`config.mk`:
```
export PLATFORM = sky130hd
export DESIGN_NAME = systolic_matmul_top_flat
export DESIGN_NICKNAME = d
export VERILOG_FILES = /design/src/rtl/systolic_matmul_if.sv /design/src/rtl/systolic_matmul_top.sv /design/src/flat_wrapper.sv
export SDC_FILE = /design/constraint.sdc
export NUM_CORES = 2
export LEC_CHECK = 0
export CORE_UTILIZATION = 50
export CTS_BUF_LIST = sky130_fd_sc_hd__clkbuf_2
export DETAILED_ROUTE_END_ITERATION = 10
export GPL_TIMING_DRIVEN = 0
export PLACE_DENSITY = 0.69
export SLEW_MARGIN = 40
export SYNTH_ARGS = -nofsm -noshare
export SYNTH_HDL_FRONTEND = slang
export SYNTH_SLANG_ARGS = --single-unit
```
`constraint.sdc`:
```
create_clock -name i_clk -period 15.5 [get_ports i_clk]
set_input_delay 1.55 -clock i_clk [delete_from_list [all_inputs] [get_ports i_clk]]
set_output_delay 1.55 -clock i_clk [all_outputs]
set_load 0.05 [all_outputs]
```
`src/rtl/systolic_matmul_if.sv`:
```
// rtl/systolic_matmul_if.sv - operand/result handshake bundle for the systolic matrix-multiply engine
interface systolic_matmul_if #(
    parameter int N  = 4,
    parameter int DW = 8,
    parameter int AW = 2*DW + $clog2(N)
);
    logic [N-1:0][N-1:0][DW-1:0] i_a;
    logic [N-1:0][N-1:0][DW-1:0] i_b;
    logic                        i_signed;
    logic                        i_validInput;
    logic                        o_readyInput;
    logic [N-1:0][N-1:0][AW-1:0] o_c;
    logic                        o_validResult;

    modport master (
        output i_a, i_b, i_signed, i_validInput,
        input  o_readyInput, o_c, o_validResult
    );

    modport slave (
        input  i_a, i_b, i_signed, i_validInput,
        output o_readyInput, o_c, o_validResult
    );
endinterface

```
`src/rtl/systolic_matmul_top.sv`:
```
// rtl/systolic_matmul_top.sv - N x N systolic C = A*B engine with skewing feeders and ready/valid accept
module systolic_matmul_top #(
    parameter int N  = 4,
    parameter int DW = 8,
    parameter int AW = 2*DW + $clog2(N)
) (
    input  logic             i_clk,
    input  logic             i_rst_n,
    systolic_matmul_if.slave mm
);
    localparam int FS = 2*N - 1;
    localparam int CW = $clog2(3*N);
    localparam logic [CW-1:0] LAST_STEP = CW'(3*N - 3);

    typedef enum logic [1:0] {IDLE, RUN, DONE} state_t;

    state_t        state_q, state_d;
    logic          accept;
    logic [CW-1:0] step_q;
    logic          mode_q;

    // Feeders are 2N-1 slots deep so the pre-skewed row/column fits without truncation.
    logic [DW-1:0] row_q [N][FS];
    logic [DW-1:0] col_q [N][FS];
    logic [DW-1:0] a_q   [N][N-1];
    logic [DW-1:0] b_q   [N-1][N];
    logic [AW-1:0] acc_q [N][N];
    logic [DW-1:0] a_in  [N][N];
    logic [DW-1:0] b_in  [N][N];
    logic [AW-1:0] prod  [N][N];

    always_comb begin
        state_d = state_q;
        accept  = 1'b0;
        case (state_q)
            IDLE: begin
                if (mm.i_validInput) begin
                    accept  = 1'b1;
                    state_d = RUN;
                end
            end
            RUN: begin
                if (step_q == LAST_STEP) state_d = DONE;
            end
            DONE:    state_d = IDLE;
            default: state_d = IDLE;
        endcase
    end

    assign mm.o_readyInput  = (state_q == IDLE);
    assign mm.o_validResult = (state_q == DONE);

    // Operands are widened with their sign bit only in signed mode, so one signed multiply serves both.
    always_comb begin
        for (int i = 0; i < N; i++) begin
            a_in[i][0] = row_q[i][0];
            b_in[0][i] = col_q[i][0];
            for (int j = 1; j < N; j++) begin
                a_in[i][j] = a_q[i][j-1];
                b_in[j][i] = b_q[j-1][i];
            end
        end
        for (int i = 0; i < N; i++) begin
            for (int j = 0; j < N; j++) begin
                prod[i][j] = AW'($signed({mode_q & a_in[i][j][DW-1], a_in[i][j]}))
                           * AW'($signed({mode_q & b_in[i][j][DW-1], b_in[i][j]}));
                mm.o_c[i][j] = acc_q[i][j];
            end
        end
    end

    always_ff @(posedge i_clk) begin
        if (!i_rst_n) begin
            state_q <= IDLE;
            step_q  <= '0;
            mode_q  <= 1'b0;
            for (int i = 0; i < N; i++) begin
                for (int s = 0; s < FS; s++) begin
                    row_q[i][s] <= '0;
                    col_q[i][s] <= '0;
                end
                for (int j = 0; j < N; j++)   acc_q[i][j] <= '0;
                for (int j = 0; j < N-1; j++) a_q[i][j]   <= '0;
            end
            for (int i = 0; i < N-1; i++) begin
                for (int j = 0; j < N; j++) b_q[i][j] <= '0;
            end
        end else begin
            state_q <= state_d;
            if (accept) begin
                mode_q <= mm.i_signed;
                step_q <= '0;
                for (int i = 0; i < N; i++) begin
                    for (int s = 0; s < FS; s++) begin
                        row_q[i][s] <= '0;
                        col_q[i][s] <= '0;
                    end
                    for (int k = 0; k < N; k++) begin
                        row_q[i][k+i] <= mm.i_a[i][k];
                        col_q[i][k+i] <= mm.i_b[k][i];
                    end
                    for (int j = 0; j < N; j++) acc_q[i][j] <= '0;
                end
            end else if (state_q == RUN) begin
                step_q <= step_q + 1'b1;
                for (int i = 0; i < N; i++) begin
                    for (int s = 0; s < FS-1; s++) begin
                        row_q[i][s] <= row_q[i][s+1];
                        col_q[i][s] <= col_q[i][s+1];
                    end
                    row_q[i][FS-1] <= '0;
                    col_q[i][FS-1] <= '0;
                    for (int j = 0; j < N; j++) begin
                        acc_q[i][j] <= acc_q[i][j] + prod[i][j];
                    end
                    for (int j = 0; j < N-1; j++) a_q[i][j] <= a_in[i][j];
                end
                for (int i = 0; i < N-1; i++) begin
                    for (int j = 0; j < N; j++) b_q[i][j] <= b_in[i][j];
                end
            end
        end
    end
endmodule

```
`src/flat_wrapper.sv`:
```
// flat-port wrapper written by rule: the top's interface ports become plain ports
module systolic_matmul_top_flat 
#(
    parameter int N  = 4,
    parameter int DW = 8,
    parameter int AW = 2*DW + $clog2(N)
)
  (i_clk, i_rst_n, mm_i_a, mm_i_b, mm_i_signed, mm_i_validInput, mm_o_readyInput, mm_o_c, mm_o_validResult);
  systolic_matmul_if #(.N(N), .DW(DW), .AW(AW)) mm_i ();
  input  logic i_clk;
  input  logic i_rst_n;
  input wire logic [$bits(mm_i.i_a)-1:0] mm_i_a;
  input wire logic [$bits(mm_i.i_b)-1:0] mm_i_b;
  input wire logic [$bits(mm_i.i_signed)-1:0] mm_i_signed;
  input wire logic [$bits(mm_i.i_validInput)-1:0] mm_i_validInput;
  output wire logic [$bits(mm_i.o_readyInput)-1:0] mm_o_readyInput;
  output wire logic [$bits(mm_i.o_c)-1:0] mm_o_c;
  output wire logic [$bits(mm_i.o_validResult)-1:0] mm_o_validResult;
  assign mm_i.i_a = mm_i_a;
  assign mm_i.i_b = mm_i_b;
  assign mm_i.i_signed = mm_i_signed;
  assign mm_i.i_validInput = mm_i_validInput;
  assign mm_o_readyInput = mm_i.o_readyInput;
  assign mm_o_c = mm_i.o_c;
  assign mm_o_validResult = mm_i.o_validResult;
  systolic_matmul_top #(.N(N), .DW(DW), .AW(AW)) u_core (.i_clk(i_clk), .i_rst_n(i_rst_n), .mm(mm_i));
endmodule
```
After elaboration in Yosys (flattened, before gate mapping)
Memory sizes are Yosys's and may differ from the RTL's.
Index checks and enable logic that the tools add are counted.
{"block": "classes", "add_sub_neg": 17, "multipliers": 16, "eq_ne": 5, "n_mux": 213, "n_bitwise": 233, "n_reduce_logical": 3}
{"op": "$mux W8", "n": 168}
{"op": "$mux W18", "n": 32}
{"op": "$add A18 B18 Y18", "n": 16}
{"op": "$mul A9 B9 Y18", "n": 16}
{"op": "$or A1 B1 Y1", "n": 200}
{"op": "$and A1 B1 Y1", "n": 32}
{"op": "$mux W1", "n": 10}
{"op": "$add A4 B1 Y4 const B", "n": 1}
{"op": "$eq A4 B4 Y1 const B", "n": 1}
{"op": "$mux W2", "n": 2}
{"op": "$pmux W2 S2", "n": 1}
{"op": "$eq A2 B1 Y1 const B", "n": 1}
{"op": "$eq A2 B2 Y1 const B", "n": 1}
{"op": "$logic_not A2 Y1", "n": 1}
{"op": "$ne A2 B1 Y1 const B", "n": 1}
{"op": "$ne A2 B2 Y1 const B", "n": 1}
{"op": "$reduce_and A2 Y1", "n": 1}
{"op": "$reduce_or A2 Y1", "n": 1}
{"op": "$not A1 Y1", "n": 1}
{"block": "word_totals", "register_bits": 7, "ramBits": 928, "inputBits": 260, "out_inout_bits": 290, "word_cells": 495, "memories": 5}
{"memory": "u_core.acc_q", "depth": 4, "word_bits": 72, "read_ports": 4, "rd_clocked_by_memory_dff": 0, "write_ports": 4, "line_no": "systolic_matmul_top.sv:27", "rtl": "logic [AW-1:0] acc_q [N][N];"}
{"memory": "u_core.col_q", "depth": 4, "word_bits": 56, "read_ports": 4, "rd_clocked_by_memory_dff": 0, "write_ports": 4, "line_no": "systolic_matmul_top.sv:24", "rtl": "logic [DW-1:0] col_q [N][FS];"}
{"memory": "u_core.row_q", "depth": 4, "word_bits": 56, "read_ports": 4, "rd_clocked_by_memory_dff": 0, "write_ports": 4, "line_no": "systolic_matmul_top.sv:23", "rtl": "logic [DW-1:0] row_q [N][FS];"}
{"memory": "u_core.a_q", "depth": 4, "word_bits": 24, "read_ports": 4, "rd_clocked_by_memory_dff": 0, "write_ports": 4, "line_no": "systolic_matmul_top.sv:25", "rtl": "logic [DW-1:0] a_q [N][N-1];"}
{"memory": "u_core.b_q", "depth": 3, "word_bits": 32, "read_ports": 3, "rd_clocked_by_memory_dff": 0, "write_ports": 3, "line_no": "systolic_matmul_top.sv:26", "rtl": "logic [DW-1:0] b_q [N-1][N];"}

Depth between registers and ports, before layout
{"block": "logic_depth", "word_depth": 8, "depth_mapped": 23, "depth_no_buf": 20}

Worst setup path after synthesis
Ideal clock, no wire load.
{"block": "synth_timing", "path_kind": "input to register", "start": "input port i_rst_n", "end": "memory u_core.acc_q[0][0] in the netlist's numbering (enable)", "setup_time_ns": 3.023, "arrival_ns": 8.785, "required_time_ns": 12.477, "path_slack_ns": 3.691, "path_stages": 3, "n_path_buf": 2, "cell_sequence": "clkbuf_1 -> clkbuf_1 -> nand3_1"}
{"element": "from (decl)", "line_no": "flat_wrapper.sv:11", "rtl": "input logic i_rst_n;"}
{"element": "to (decl)", "line_no": "systolic_matmul_top.sv:27"}

==> flow_summary.ini <==
[placement]
placed_cell_area_um2 = 99100
dp_hpwl_um = 211000
io_buffers = 548
gp_congestion = 0.915

[critical_path]
cp-start-kind = flop
worstSetupPathType = reg -> reg
worst-r2r-setup-slack_ns = 8.44
path_buf_inv = 7
required_ns = 16.92
crit_chain = clkbuf_2, buf_16, clkbuf_4, and2_1, clkbuf_1, nand2_1, fa_1, inv_1, fa_1, fa_1, fa_1, inv_1, fa_1, inv_1, ha_1, o21ai_0, a2111oi_0, a221oi_1, o21bai_1, o21ai_1, nand2_1, nor2_1
cp_common_cell = fa_1
crit_slowest_cell = fa_1
cpPeakStageDelay_ns = 0.66
crit_family = adder cells
cp-end-kind = flop
arrival_ns = 8.48
crit_fanout = 10

[synthesis]
synth_simple_gate_area_share_pct = 12.9
syn_inst = 8712
yosysTopAreaCell = fa_1
avgSynthCellArea_um2 = 10.3
synth_cell_types = 74
synth_top_area_share_pct = 29.7
synth_flop_cell = edfxtp_1
synth_compound_area_share_pct = 5.96
synthAdderAreaFrac_pct = 40.4
synthMuxAreaShare_pct = 0.100
synth_xor_area_share_pct = 2.98
seq_area_frac_synth_pct = 27.8
synth_area_um2 = 89800
synth_seq_cells = 839
synth_edf_count = 816
synth.area.top_cells = fa_1 (30%), edfxtp_1 (27%), ha_1 (11%)
yosysWarnings = 0
synthArstFlopShare_pct = 0
synth_top_family_by_area = adder cells
synth_fp_nets = 11100

[clock_network]
numCtsBuffers = 233
cts-root-buf = clkbuf_2
ctsHtreeMaxLevel = 4
cts_setup_buffers = 0
cts_resized = 0
cts_tree = built
clock_latency_ns = 1.85
clock_sinks = 839
path_clk_slew_ns = 0.10
cts_buffer_depth = 3
ctsHoldBuffers = 0

[global_route]
grt_start_max_net_pins = 47
antenna_found_initial = 23
grt-ovfl-total = 0
grt_pass1_wl_um = 392000
grt_pass1_vias = 68500
grtUsageTotal_pct = 28.8

[sta]
fin_crit_ns = 7.06
maxSlewViolCount = 0
max_freq_mhz = 142
slew-limit-headroom_pct = 21.2
fin_skew_ns = 0.220
worst_slew_pin_slew_ns = 1.18
finalCritPeriodShare_pct = 45.5
finalSetupViolations = 0
final-hold-violation-count = 0
rsz0062_at_grt = false

[finish]
layout_common_cells = inv_1 (1980), fa_1 (1330), nand2_1 (843)
drive_gt1_share_pct = 5.08
multiInputGateArea_um2 = 56000
nFillCells = 15500
post-route-util_pct = 56.9
final_common_cell = inv_1
seq_area_um2 = 25000
final_cell_area_um2 = 101000
nNetsFinal = 11900
syn_to_final_growth_pct = 13.0

[routing]
dr.pass1.iters = 6
routed_wl_um = 257000
viasPerCell = 5.37
drtIter0Drc = 4239
vias = 64900
drc = 0
ant_nets = 0
wl_per_cell_um = 21.2

[pwr]
peakVddDrop_mv = 0.0699
total_leakage_power_nw = 50.9
finalPower_w = 0.00976
powerDensity_nw_per_um2 = 96.2

[floorplanning]
core-area_um2 = 178000
die_w_um = 426
fp.dieH_um = 426
ios = 550
dieArea_um2 = 181000
initial_utilization_pct = 50.3
fp-row-count = 155

[min_path]
hold_path.class = in -> reg

[run_status]
outcome = complete, no violations

[job]
maxCapViolCount = 0
-- per-layer routing --
layer | routed length, um | global-route usage [%]
met5 | 45 | 0
met4 | 18700 | 18.8
met3 | 19000 | 6.31
met2 | 124000 | 48.2
met1 | 95100 | 33.5
-- power by group --
part           internal, W  switching, W
Clock             0.000692       0.00107
Sequential         0.00285      0.000272
Combinational      0.00186       0.00302
-- path summary, 6_finish.rpt --
check,from,end,cells after the start
max,u_core.mode_q$_SDFFE_PN0P_,u_core.acc_q[0][51]$_SDFFCE_PN0P_,22
min,mm_i_signed,u_core.mode_q$_SDFFE_PN0P_,2
max reg2reg,u_core.mode_q$_SDFFE_PN0P_,u_core.acc_q[0][51]$_SDFFCE_PN0P_,22
min reg2reg,u_core.col_q[0][80]$_DFFE_PP_,u_core.col_q[0][88]$_DFFE_PP_,1
-- worst reg2reg max path, cell delays in order (launching register included) --
cell and delay (ns):
dfxtp_1 0.32, clkbuf_2 0.32, buf_16 0.23, clkbuf_4 0.49, and2_1 0.24, clkbuf_1 0.28, nand2_1 0.21, fa_1 0.66
inv_1 0.13, fa_1 0.48, fa_1 0.52, fa_1 0.50, inv_1 0.05, fa_1 0.47, inv_1 0.04, ha_1 0.35
o21ai_0 0.13, a2111oi_0 0.54, a221oi_1 0.24, o21bai_1 0.26, o21ai_1 0.14, nand2_1 0.09, nor2_1 0.04
-- area by class of cell --
| class | instances | share of cell area [%] |
|---|---|---|
| clock inverters | 78 | 0.527 |
| multi-input cells | 5503 | 55.2 |
| flip-flops and latches | 839 | 24.6 |
| diodes | 22 | 0.0543 |
| repair buffers | 587 | 6.22 |
| well taps | 2355 | 2.90 |
| inverters | 1980 | 7.33 |
| plain buffers | 390 | 1.52 |
| clock buffers | 339 | 1.67 |
-- sequential cells by signal, summed over array words and instances, names as in the netlist --
signal and cells:
u_core.acc_q 288, u_core.a_q 96, u_core.state_q 2, u_core.col_q 176
u_core.step_q 4, u_core.b_q 96, u_core.row_q 176, u_core.mode_q 1
-- through the flow --
| step | TNS (ns) | setup slack (ns) | instances | hold slack (ns) |
|---|---|---|---|---|
| after global routing | 0 | 8.09 | 12100 | 0.219 |
| after floorplan | 0 | 3.69 | 8712 | 0.466 |
| after detailed placement | 0 | 8.49 | 11700 | 0.492 |
| after global placement | -1560.72 | -2.79 | 11600 | 0.479 |
| after CTS | 0 | 8.44 | 12100 | 0.138 |
| final | 0 | 8.44 | 12100 | 0.401 |
-- cells in the mapped netlist (all sizes together) (10+ instances only) --
| cell | number |
|---|---|
| nor4 | 19 |
| or3 | 20 |
| clkbuf | 368 |
| nor3b | 15 |
| a22oi | 16 |
| inv | 1980 |
| a21oi | 146 |
| nand3 | 58 |
| nand2 | 844 |
| dfxtp | 23 |
| nor3 | 58 |
| a21o | 76 |
| nor2 | 363 |
| xor2 | 102 |
| o21bai | 20 |
| and3 | 373 |
| nand2b | 57 |
| o31ai | 18 |
| a31oi | 16 |
| o21ai | 108 |
| a211oi | 39 |
| xnor2 | 204 |
| and2 | 486 |
| a22o | 193 |
| o211ai | 10 |
| o21a | 33 |
| nor2b | 19 |
| edfxtp | 816 |
| buf | 22 |
| ha | 768 |
| fa | 1330 |
-- cells by family after synthesis --
kind of cell	count (synthesis)
fa+ha+maj	2098
compound gates	744
simple gates	2346
mux	9
xor+xnor	306
buf+inv	2370
flops	839
Power figures use the tool's default switching activity.
